--- config.mk ---
export PLATFORM = sky130hd
export DESIGN_NAME = neureka_streamer_sequencer
export DESIGN_NICKNAME = d
export VERILOG_FILES = /design/src/rtl/neureka_package.sv /design/src/rtl/neureka_streamer_sequencer.sv
export SDC_FILE = /design/constraint.sdc
export NUM_CORES = 1
export LEC_CHECK = 0
export CAP_MARGIN = 20
export CORE_UTILIZATION = 54
export CTS_BUF_LIST = sky130_fd_sc_hd__clkbuf_16
export CTS_CLUSTER_DIAMETER = 40
export DETAILED_ROUTE_END_ITERATION = 6
export PLACE_DENSITY = 0.84
export SYNTH_ARGS = -nofsm -noshare
export SYNTH_HDL_FRONTEND = slang
export SYNTH_SLANG_ARGS = --single-unit
--- constraint.sdc ---
create_clock -name clk_i -period 4.9 [get_ports clk_i]
set_input_delay 0.735 -clock clk_i [delete_from_list [all_inputs] [get_ports clk_i]]
set_output_delay 0.735 -clock clk_i [all_outputs]
set_load 0.005 [all_outputs]
--- src/rtl/neureka_package.sv ---
// Shared types for the NEureka streamer sequencer: load-mux selector, phase
// codes, job-mask bit positions, FSM states and phase helper functions.
package neureka_package;

  localparam int unsigned JOB_MASK_W       = 5;
  localparam int unsigned JOB_FEAT_IDX     = 0;
  localparam int unsigned JOB_WEIGHT_IDX   = 1;
  localparam int unsigned JOB_NORM_IDX     = 2;
  localparam int unsigned JOB_STREAMIN_IDX = 3;
  localparam int unsigned JOB_STORE_IDX    = 4;

  typedef enum logic [2:0] {
    LD_FEAT_SEL        = 3'd0,
    LD_WEIGHT_SEL      = 3'd1,
    LD_FEAT_WEIGHT_SEL = 3'd2,
    LD_NORM_SEL        = 3'd3,
    LD_STREAMIN_SEL    = 3'd4
  } ld_which_t;

  typedef enum logic [2:0] {
    PH_NONE        = 3'd0,
    PH_FEAT        = 3'd1,
    PH_WEIGHT      = 3'd2,
    PH_FEAT_WEIGHT = 3'd3,
    PH_NORM        = 3'd4,
    PH_STREAMIN    = 3'd5,
    PH_STORE       = 3'd6
  } phase_t;

  typedef enum logic [2:0] {
    IDLE   = 3'd0,
    SELECT = 3'd1,
    SETTLE = 3'd2,
    START  = 3'd3,
    WAIT   = 3'd4,
    DRAIN  = 3'd5,
    CLEAR  = 3'd6,
    FINISH = 3'd7
  } seq_state_t;

  // Fixed service order; feat+weight merge into one phase when weights come
  // from the dedicated memory port, since both sources then run in parallel.
  function automatic phase_t pick_phase(input logic [JOB_MASK_W-1:0] pend,
                                        input logic wmem);
    phase_t ph;
    ph = PH_NONE;
    if (pend[JOB_FEAT_IDX] && pend[JOB_WEIGHT_IDX] && wmem) ph = PH_FEAT_WEIGHT;
    else if (pend[JOB_FEAT_IDX])                            ph = PH_FEAT;
    else if (pend[JOB_WEIGHT_IDX])                          ph = PH_WEIGHT;
    else if (pend[JOB_NORM_IDX])                            ph = PH_NORM;
    else if (pend[JOB_STREAMIN_IDX])                        ph = PH_STREAMIN;
    else if (pend[JOB_STORE_IDX])                           ph = PH_STORE;
    return ph;
  endfunction

  // Pending bits retired when a phase completes.
  function automatic logic [JOB_MASK_W-1:0] phase_mask(input phase_t ph);
    logic [JOB_MASK_W-1:0] m;
    m = '0;
    case (ph)
      PH_FEAT:        m[JOB_FEAT_IDX] = 1'b1;
      PH_WEIGHT:      m[JOB_WEIGHT_IDX] = 1'b1;
      PH_FEAT_WEIGHT: begin
        m[JOB_FEAT_IDX]   = 1'b1;
        m[JOB_WEIGHT_IDX] = 1'b1;
      end
      PH_NORM:        m[JOB_NORM_IDX] = 1'b1;
      PH_STREAMIN:    m[JOB_STREAMIN_IDX] = 1'b1;
      PH_STORE:       m[JOB_STORE_IDX] = 1'b1;
      default:        m = '0;
    endcase
    return m;
  endfunction

  // Load-mux setting for a phase; STORE does not use the load mux, so it
  // keeps whatever selection was last applied.
  function automatic ld_which_t phase_ld_which(input phase_t ph, input ld_which_t cur);
    ld_which_t sel;
    sel = cur;
    case (ph)
      PH_FEAT:        sel = LD_FEAT_SEL;
      PH_WEIGHT:      sel = LD_WEIGHT_SEL;
      PH_FEAT_WEIGHT: sel = LD_FEAT_WEIGHT_SEL;
      PH_NORM:        sel = LD_NORM_SEL;
      PH_STREAMIN:    sel = LD_STREAMIN_SEL;
      default:        sel = cur;
    endcase
    return sel;
  endfunction

endpackage

--- src/rtl/neureka_streamer_sequencer.sv ---
// Sequences the streamer through the load/store phases of one job: selects
// the mux path, lets it settle, starts the source/sink, waits for completion
// and FIFO drain, then clears the serviced path before the next phase.
module neureka_streamer_sequencer
  import neureka_package::*;
#(
  parameter int unsigned SETTLE_CYCLES   = 1,
  parameter int unsigned WAIT_FIFO_EMPTY = 1
) (
  input  logic                  clk_i,
  input  logic                  rst_ni,
  input  logic                  clear_i,
  input  logic                  enable_i,
  input  logic                  job_valid_i,
  output logic                  job_ready_o,
  input  logic [JOB_MASK_W-1:0] job_mask_i,
  input  logic                  job_wmem_i,
  output logic                  ld_st_mux_sel_o,
  output ld_which_t             ld_which_mux_sel_o,
  output logic                  wmem_sel_o,
  output logic                  start_o,
  output logic                  clear_source_o,
  output logic                  clear_sink_o,
  input  logic                  src_done_i,
  input  logic                  wsrc_done_i,
  input  logic                  sink_done_i,
  input  logic                  fifo_empty_i,
  output logic                  busy_o,
  output logic                  done_o,
  output logic [2:0]            phase_o
);

  localparam logic [2:0] SETTLE_LAST = (SETTLE_CYCLES == 0) ? 3'd0 : 3'(SETTLE_CYCLES - 1);

  seq_state_t            state_q, state_d;
  logic [JOB_MASK_W-1:0] pending_q, pending_d;
  logic                  wmem_q, wmem_d;
  logic [2:0]            cnt_q, cnt_d;
  logic                  src_q, src_d;
  logic                  wsrc_q, wsrc_d;
  logic                  sink_q, sink_d;
  phase_t                phase_q, phase_d;
  ld_which_t             ld_which_q, ld_which_d;
  logic                  ld_st_q, ld_st_d;
  logic                  wmem_sel_q, wmem_sel_d;
  phase_t                next_ph;
  logic                  req_met;

  // Completion condition of the active phase from the sticky done flags.
  always_comb begin
    req_met = 1'b1;
    case (phase_q)
      PH_FEAT, PH_NORM, PH_STREAMIN: req_met = src_q;
      PH_WEIGHT:                     req_met = wmem_q ? wsrc_q : src_q;
      PH_FEAT_WEIGHT:                req_met = src_q & wsrc_q;
      PH_STORE:                      req_met = sink_q;
      default:                       req_met = 1'b1;
    endcase
  end

  // Next-state logic; done capture runs even while disabled so no pulse is lost.
  always_comb begin
    state_d    = state_q;
    pending_d  = pending_q;
    wmem_d     = wmem_q;
    cnt_d      = cnt_q;
    src_d      = src_q;
    wsrc_d     = wsrc_q;
    sink_d     = sink_q;
    phase_d    = phase_q;
    ld_which_d = ld_which_q;
    ld_st_d    = ld_st_q;
    wmem_sel_d = wmem_sel_q;
    next_ph    = pick_phase(pending_q, wmem_q);

    if (state_q == START || state_q == WAIT || state_q == DRAIN) begin
      src_d  = src_q  | src_done_i;
      wsrc_d = wsrc_q | wsrc_done_i;
      sink_d = sink_q | sink_done_i;
    end

    if (clear_i) begin
      state_d    = IDLE;
      pending_d  = '0;
      wmem_d     = 1'b0;
      cnt_d      = 3'd0;
      src_d      = 1'b0;
      wsrc_d     = 1'b0;
      sink_d     = 1'b0;
      phase_d    = PH_NONE;
      ld_which_d = LD_FEAT_SEL;
      ld_st_d    = 1'b0;
      wmem_sel_d = 1'b0;
    end else if (state_q == IDLE) begin
      // The handshake completes whenever ready is high, so acceptance is
      // honoured even while the sequencer is disabled.
      if (job_valid_i) begin
        pending_d = job_mask_i;
        wmem_d    = job_wmem_i;
        state_d   = SELECT;
      end
    end else if (enable_i) begin
      case (state_q)
        SELECT: begin
          phase_d = next_ph;
          if (next_ph == PH_NONE) begin
            state_d = FINISH;
          end else begin
            ld_which_d = phase_ld_which(next_ph, ld_which_q);
            ld_st_d    = (next_ph == PH_STORE);
            wmem_sel_d = (next_ph == PH_WEIGHT || next_ph == PH_FEAT_WEIGHT) ? wmem_q : 1'b0;
            cnt_d      = 3'd0;
            state_d    = (SETTLE_CYCLES == 0) ? START : SETTLE;
          end
        end
        SETTLE: begin
          if (cnt_q == SETTLE_LAST) begin
            cnt_d   = 3'd0;
            state_d = START;
          end else begin
            cnt_d = cnt_q + 3'd1;
          end
        end
        START:  state_d = WAIT;
        WAIT:   if (req_met) state_d = DRAIN;
        DRAIN:  if (WAIT_FIFO_EMPTY == 0 || fifo_empty_i) state_d = CLEAR;
        CLEAR: begin
          pending_d = pending_q & ~phase_mask(phase_q);
          src_d     = 1'b0;
          wsrc_d    = 1'b0;
          sink_d    = 1'b0;
          state_d   = SELECT;
        end
        FINISH: begin
          wmem_d  = 1'b0;
          state_d = IDLE;
        end
        default: state_d = IDLE;
      endcase
    end
  end

  // State and job-context registers.
  always_ff @(posedge clk_i or negedge rst_ni) begin
    if (!rst_ni) begin
      state_q    <= IDLE;
      pending_q  <= '0;
      wmem_q     <= 1'b0;
      cnt_q      <= 3'd0;
      src_q      <= 1'b0;
      wsrc_q     <= 1'b0;
      sink_q     <= 1'b0;
      phase_q    <= PH_NONE;
      ld_which_q <= LD_FEAT_SEL;
      ld_st_q    <= 1'b0;
      wmem_sel_q <= 1'b0;
    end else begin
      state_q    <= state_d;
      pending_q  <= pending_d;
      wmem_q     <= wmem_d;
      cnt_q      <= cnt_d;
      src_q      <= src_d;
      wsrc_q     <= wsrc_d;
      sink_q     <= sink_d;
      phase_q    <= phase_d;
      ld_which_q <= ld_which_d;
      ld_st_q    <= ld_st_d;
      wmem_sel_q <= wmem_sel_d;
    end
  end

  // Pulse outputs are suppressed while disabled so a frozen state never repeats them.
  always_comb begin
    job_ready_o        = (state_q == IDLE);
    busy_o             = (state_q != IDLE);
    start_o            = (state_q == START) && enable_i;
    clear_source_o     = (state_q == CLEAR) && enable_i && (phase_q != PH_STORE);
    clear_sink_o       = (state_q == CLEAR) && enable_i && (phase_q == PH_STORE);
    done_o             = (state_q == FINISH) && enable_i;
    ld_st_mux_sel_o    = ld_st_q;
    ld_which_mux_sel_o = ld_which_q;
    wmem_sel_o         = wmem_sel_q;
    phase_o            = phase_q;
  end

endmodule

==> summary.txt <==
Yosys
  • Most numerous cell in the Yosys netlist: dfrtp_1
  • Adder-cell area share of the yosys netlist: 0.0178
  • Avg Inst Size Synth: just over 9 um2
  • Ys async rst share: 1.00
  • #FFs+latches synth: 23
  • Synth unique cells: 48
  • XOR/XNOR Fraction of Synth Area: 0
  • Post-synth EDFFs: 0
  • Post-Synthesis Cell Area: 1410 um2
  • Sequential area share after synthesis: 0.409
  • Top_reg_cell synth: dfrtp_1
  • Post-Synthesis Cells: approximately 150
  • Post-synthesis simple-gate area fraction: 0.278
  • Synth Warn #: 0
  • Largest family of logic cells by synthesized area: simple AND/OR/NAND/NOR gates
  • Compound-Gate Fraction of Synth Area: 0.220
  • Post-synth top cells: 23 x dfrtp_1, 19 x nor2_1, 15 x a21oi_1, 15 x nand2_1
  • Mux share of post-synthesis cell area: 0.0285
  • Yosys top cell by area: dfrtp_1
  • Top-area cell type share of the netlist area: 0.409
  • Main area contributors after synthesis: dfrtp_1 41%, a21oi_1 5.3%, nor2_1 5.1%, nand2_1 4.0%, a22o_1 3.7%
  • Syn Nets: 170

CTS
  • Cts bufs inserted: 3
  • Number of hold buffers added after cts: 0
  • Post-CTS Repair Setup Buffers: 0
  • Worst skew pair latency: around 0.26 ns
  • Max clock buf depth: 2
  • Clock-pin slew on the worst setup and hold paths: ~0.060 ns
  • Post-cts repair resize count: 0
  • CTS tree: done
  • H-tree depth: 1
  • Root Driver: clkbuf_16
  • Clock sinks: 23

Drt
  • # DRC: 0
  • DRT iter0 DRCs: 55
  • Vias post-DR: between 1000 and 1500
  • Total wire length: about 3600 um
  • Pre-Repair DR Iteration Count: 4
  • Post-route ant nets: 0
  • DR vias/cell: 6.29
  • Mean routed wirelength per cell: roughly 17 um

Timing
  • RSZ-0062 raised after global routing: false
  • Clock Skews: approximately 0.0057 ns
  • Max-slew violation count: 0
  • Setup TNS: 0 ns
  • Tmin final: roughly 3.1 ns
  • Period utilization: 0.635
  • Setup violators final: 0
  • Max Clock Freq: approximately 320 MHz
  • Worst slew pin tran: between 0.7 and 0.8 ns
  • Max-slew headroom: 0.530
  • Final hold vios: 0

Setup path
  • CP cell instances: clkdlybuf4s50_1, nand2_1, or2_2, nor2_1, clkdlybuf4s50_1
  • Delay-heaviest family, CP: buffers and inverters
  • Max FO, Critical Path: 6
  • CP arrival: 2.38 ns
  • Critical setup path kind: primary input to output port
  • CP most frequent cell: clkdlybuf4s50_1
  • Buf+Inv Stages, Crit Path: 2
  • Crit path max-delay cell type: clkdlybuf4s50_1
  • CP startpoint kind: primary input
  • CP required: 4.16 ns
  • Crit-path max cell delay: between 0.5 and 0.6 ns
  • CP Capture Type: output port

Die
  • Row count: 18
  • Die height: between 50 and 60 um
  • Die X-Extent: approximately 53 um
  • Die area: ~2800 um2
  • I/O pins: 29
  • Core box area: ~2500 um2
  • Initial core utilization: 0.568

Cells and area
  • Finished Cell Area: between 1500 and 2000 um2
  • Fill count: around 200
  • Fin cells: ~210
  • Nets@finish: just under 200
  • Antenna cells: 0
  • Layout cell share with drive strength beyond 1: 0.0838
  • Area Growth Syn to Fin: 26.0%

GRT
  • First-pass GRT wire length: about 5700 um
  • Initial antenna violation count: 0
  • Total grt overflow: 0
  • Largest net degree at the start of global routing: 24
  • GRT Util Overall: 0.289
  • Number of global-route vias before repair: about 1200

Power
  • Leak: around 0.7 nW
  • IR drop worst, VDD: 0.331 mV
  • Power per cell area: a little under 400 nW/um2

Worst hold path
  • Worst hold path class: register to register

Place
  • Placed insts: ~200
  • Dpl hpwl: ~2500 um
  • RD Place Congestion: a little over 0.8
  • Placed standard-cell area: 1680 um2
  • Input/output buffers: 28

Run
  • Max-cap violations: 0

Run status
  • Status: finished clean
[power by group]
part | internal [mW] | switching (mW) | total [mW]
sequential | 0.216 | 0.0621 | 0.279
clock | 0.110 | 0.0674 | 0.177
combinational | 0.117 | 0.108 | 0.225
total | 0.443 | 0.238 | 0.680
[per-layer routing]
metal  global-route usage  routed length (um)  vias up
met5                    0                   0        -
met2                0.502                1850       53
li1                     -                   -      615
met3               0.0690                 230        4
met4               0.0702                  40        0
met1                0.357                1500      643
[kinds of logic (layout without fill, tap and decap cells)]
logic type,Yosys count,after routing
simple gates,68,68
compound gates,44,44
buf+inv,12,38
fa+ha+maj,2,2
mux,4,4
flops,23,23
[metrics by stage]
step	setup slack, ns	util	total power [mW]	hold slack [ns]
after floorplan	2.98	-	0.428	0.439
after detailed placement	1.81	0.677	0.499	0.508
final	1.79	0.715	0.680	0.511
after global placement	1.84	0.677	0.492	0.486
after global routing	1.74	0.715	0.717	0.547
after CTS	1.81	0.709	0.678	0.521
[area by class of cell]
cell class	instances	area, um2	area share
Inverter	5	18.8	0.0106
Clock buffer	3	75.1	0.0424
Clock inverter	1	5.00	0.00282
Multi-Input combinational cell	118	764	0.431
Timing Repair Buffer	29	295	0.167
Tap cell	30	37.5	0.0212
Sequential cell	23	576	0.325
[worst paths after layout]
check | from | to | slack, ns | cells after the start
max in group asynchronous | rst_ni | state_q[0] | 3.81 | 2
max | enable_i | clear_source_o | 1.79 | 5
min reg2reg | sink_q | sink_q | 0.51 | 2
min | sink_q | sink_q | 0.51 | 2
max reg2reg | state_q[1] | state_q[0] | 3.01 | 4
min in group asynchronous | rst_ni | cnt_q[1] | 0.69 | 1
[cells in the final DEF (no fill, tap or decap), types with 2 or more instances in the layout]
cell             netlist  final
dfrtp_1               23     23
nor4b_1                2      2
o21ai_0                6      6
nand2b_1               3      3
clkdlybuf4s50_1        0     28
nor3_1                 2      2
or3_1                  2      2
nor2_1                19     19
inv_1                  4      4
nand3_1                5      5
mux2i_1                4      4
ha_1                   2      2
a22o_1                 6      6
nand2_1               15     15
o22ai_1                5      5
clkbuf_16              0      3
and3b_1                2      2
nor2b_1                5      5
a21oi_1               15     15
[sequential cells by signal, summed over array words and instances (netlist names)]
register,count
pending_q,5
cnt_q,3
ld_which_mux_sel_o,3
phase_o,3
state_q,3
ld_st_mux_sel_o,1
sink_q,1
src_q,1
wmem_q,1
wmem_sel_o,1
wsrc_q,1
[worst register-to-register path, delay by kind of cell (launching register included)]
family | cells | cell delay [ns]
flops | 1 | 0.53
simple gates | 3 | 0.89
compound gates | 1 | 0.36
(Power assumes the default switching activity.)
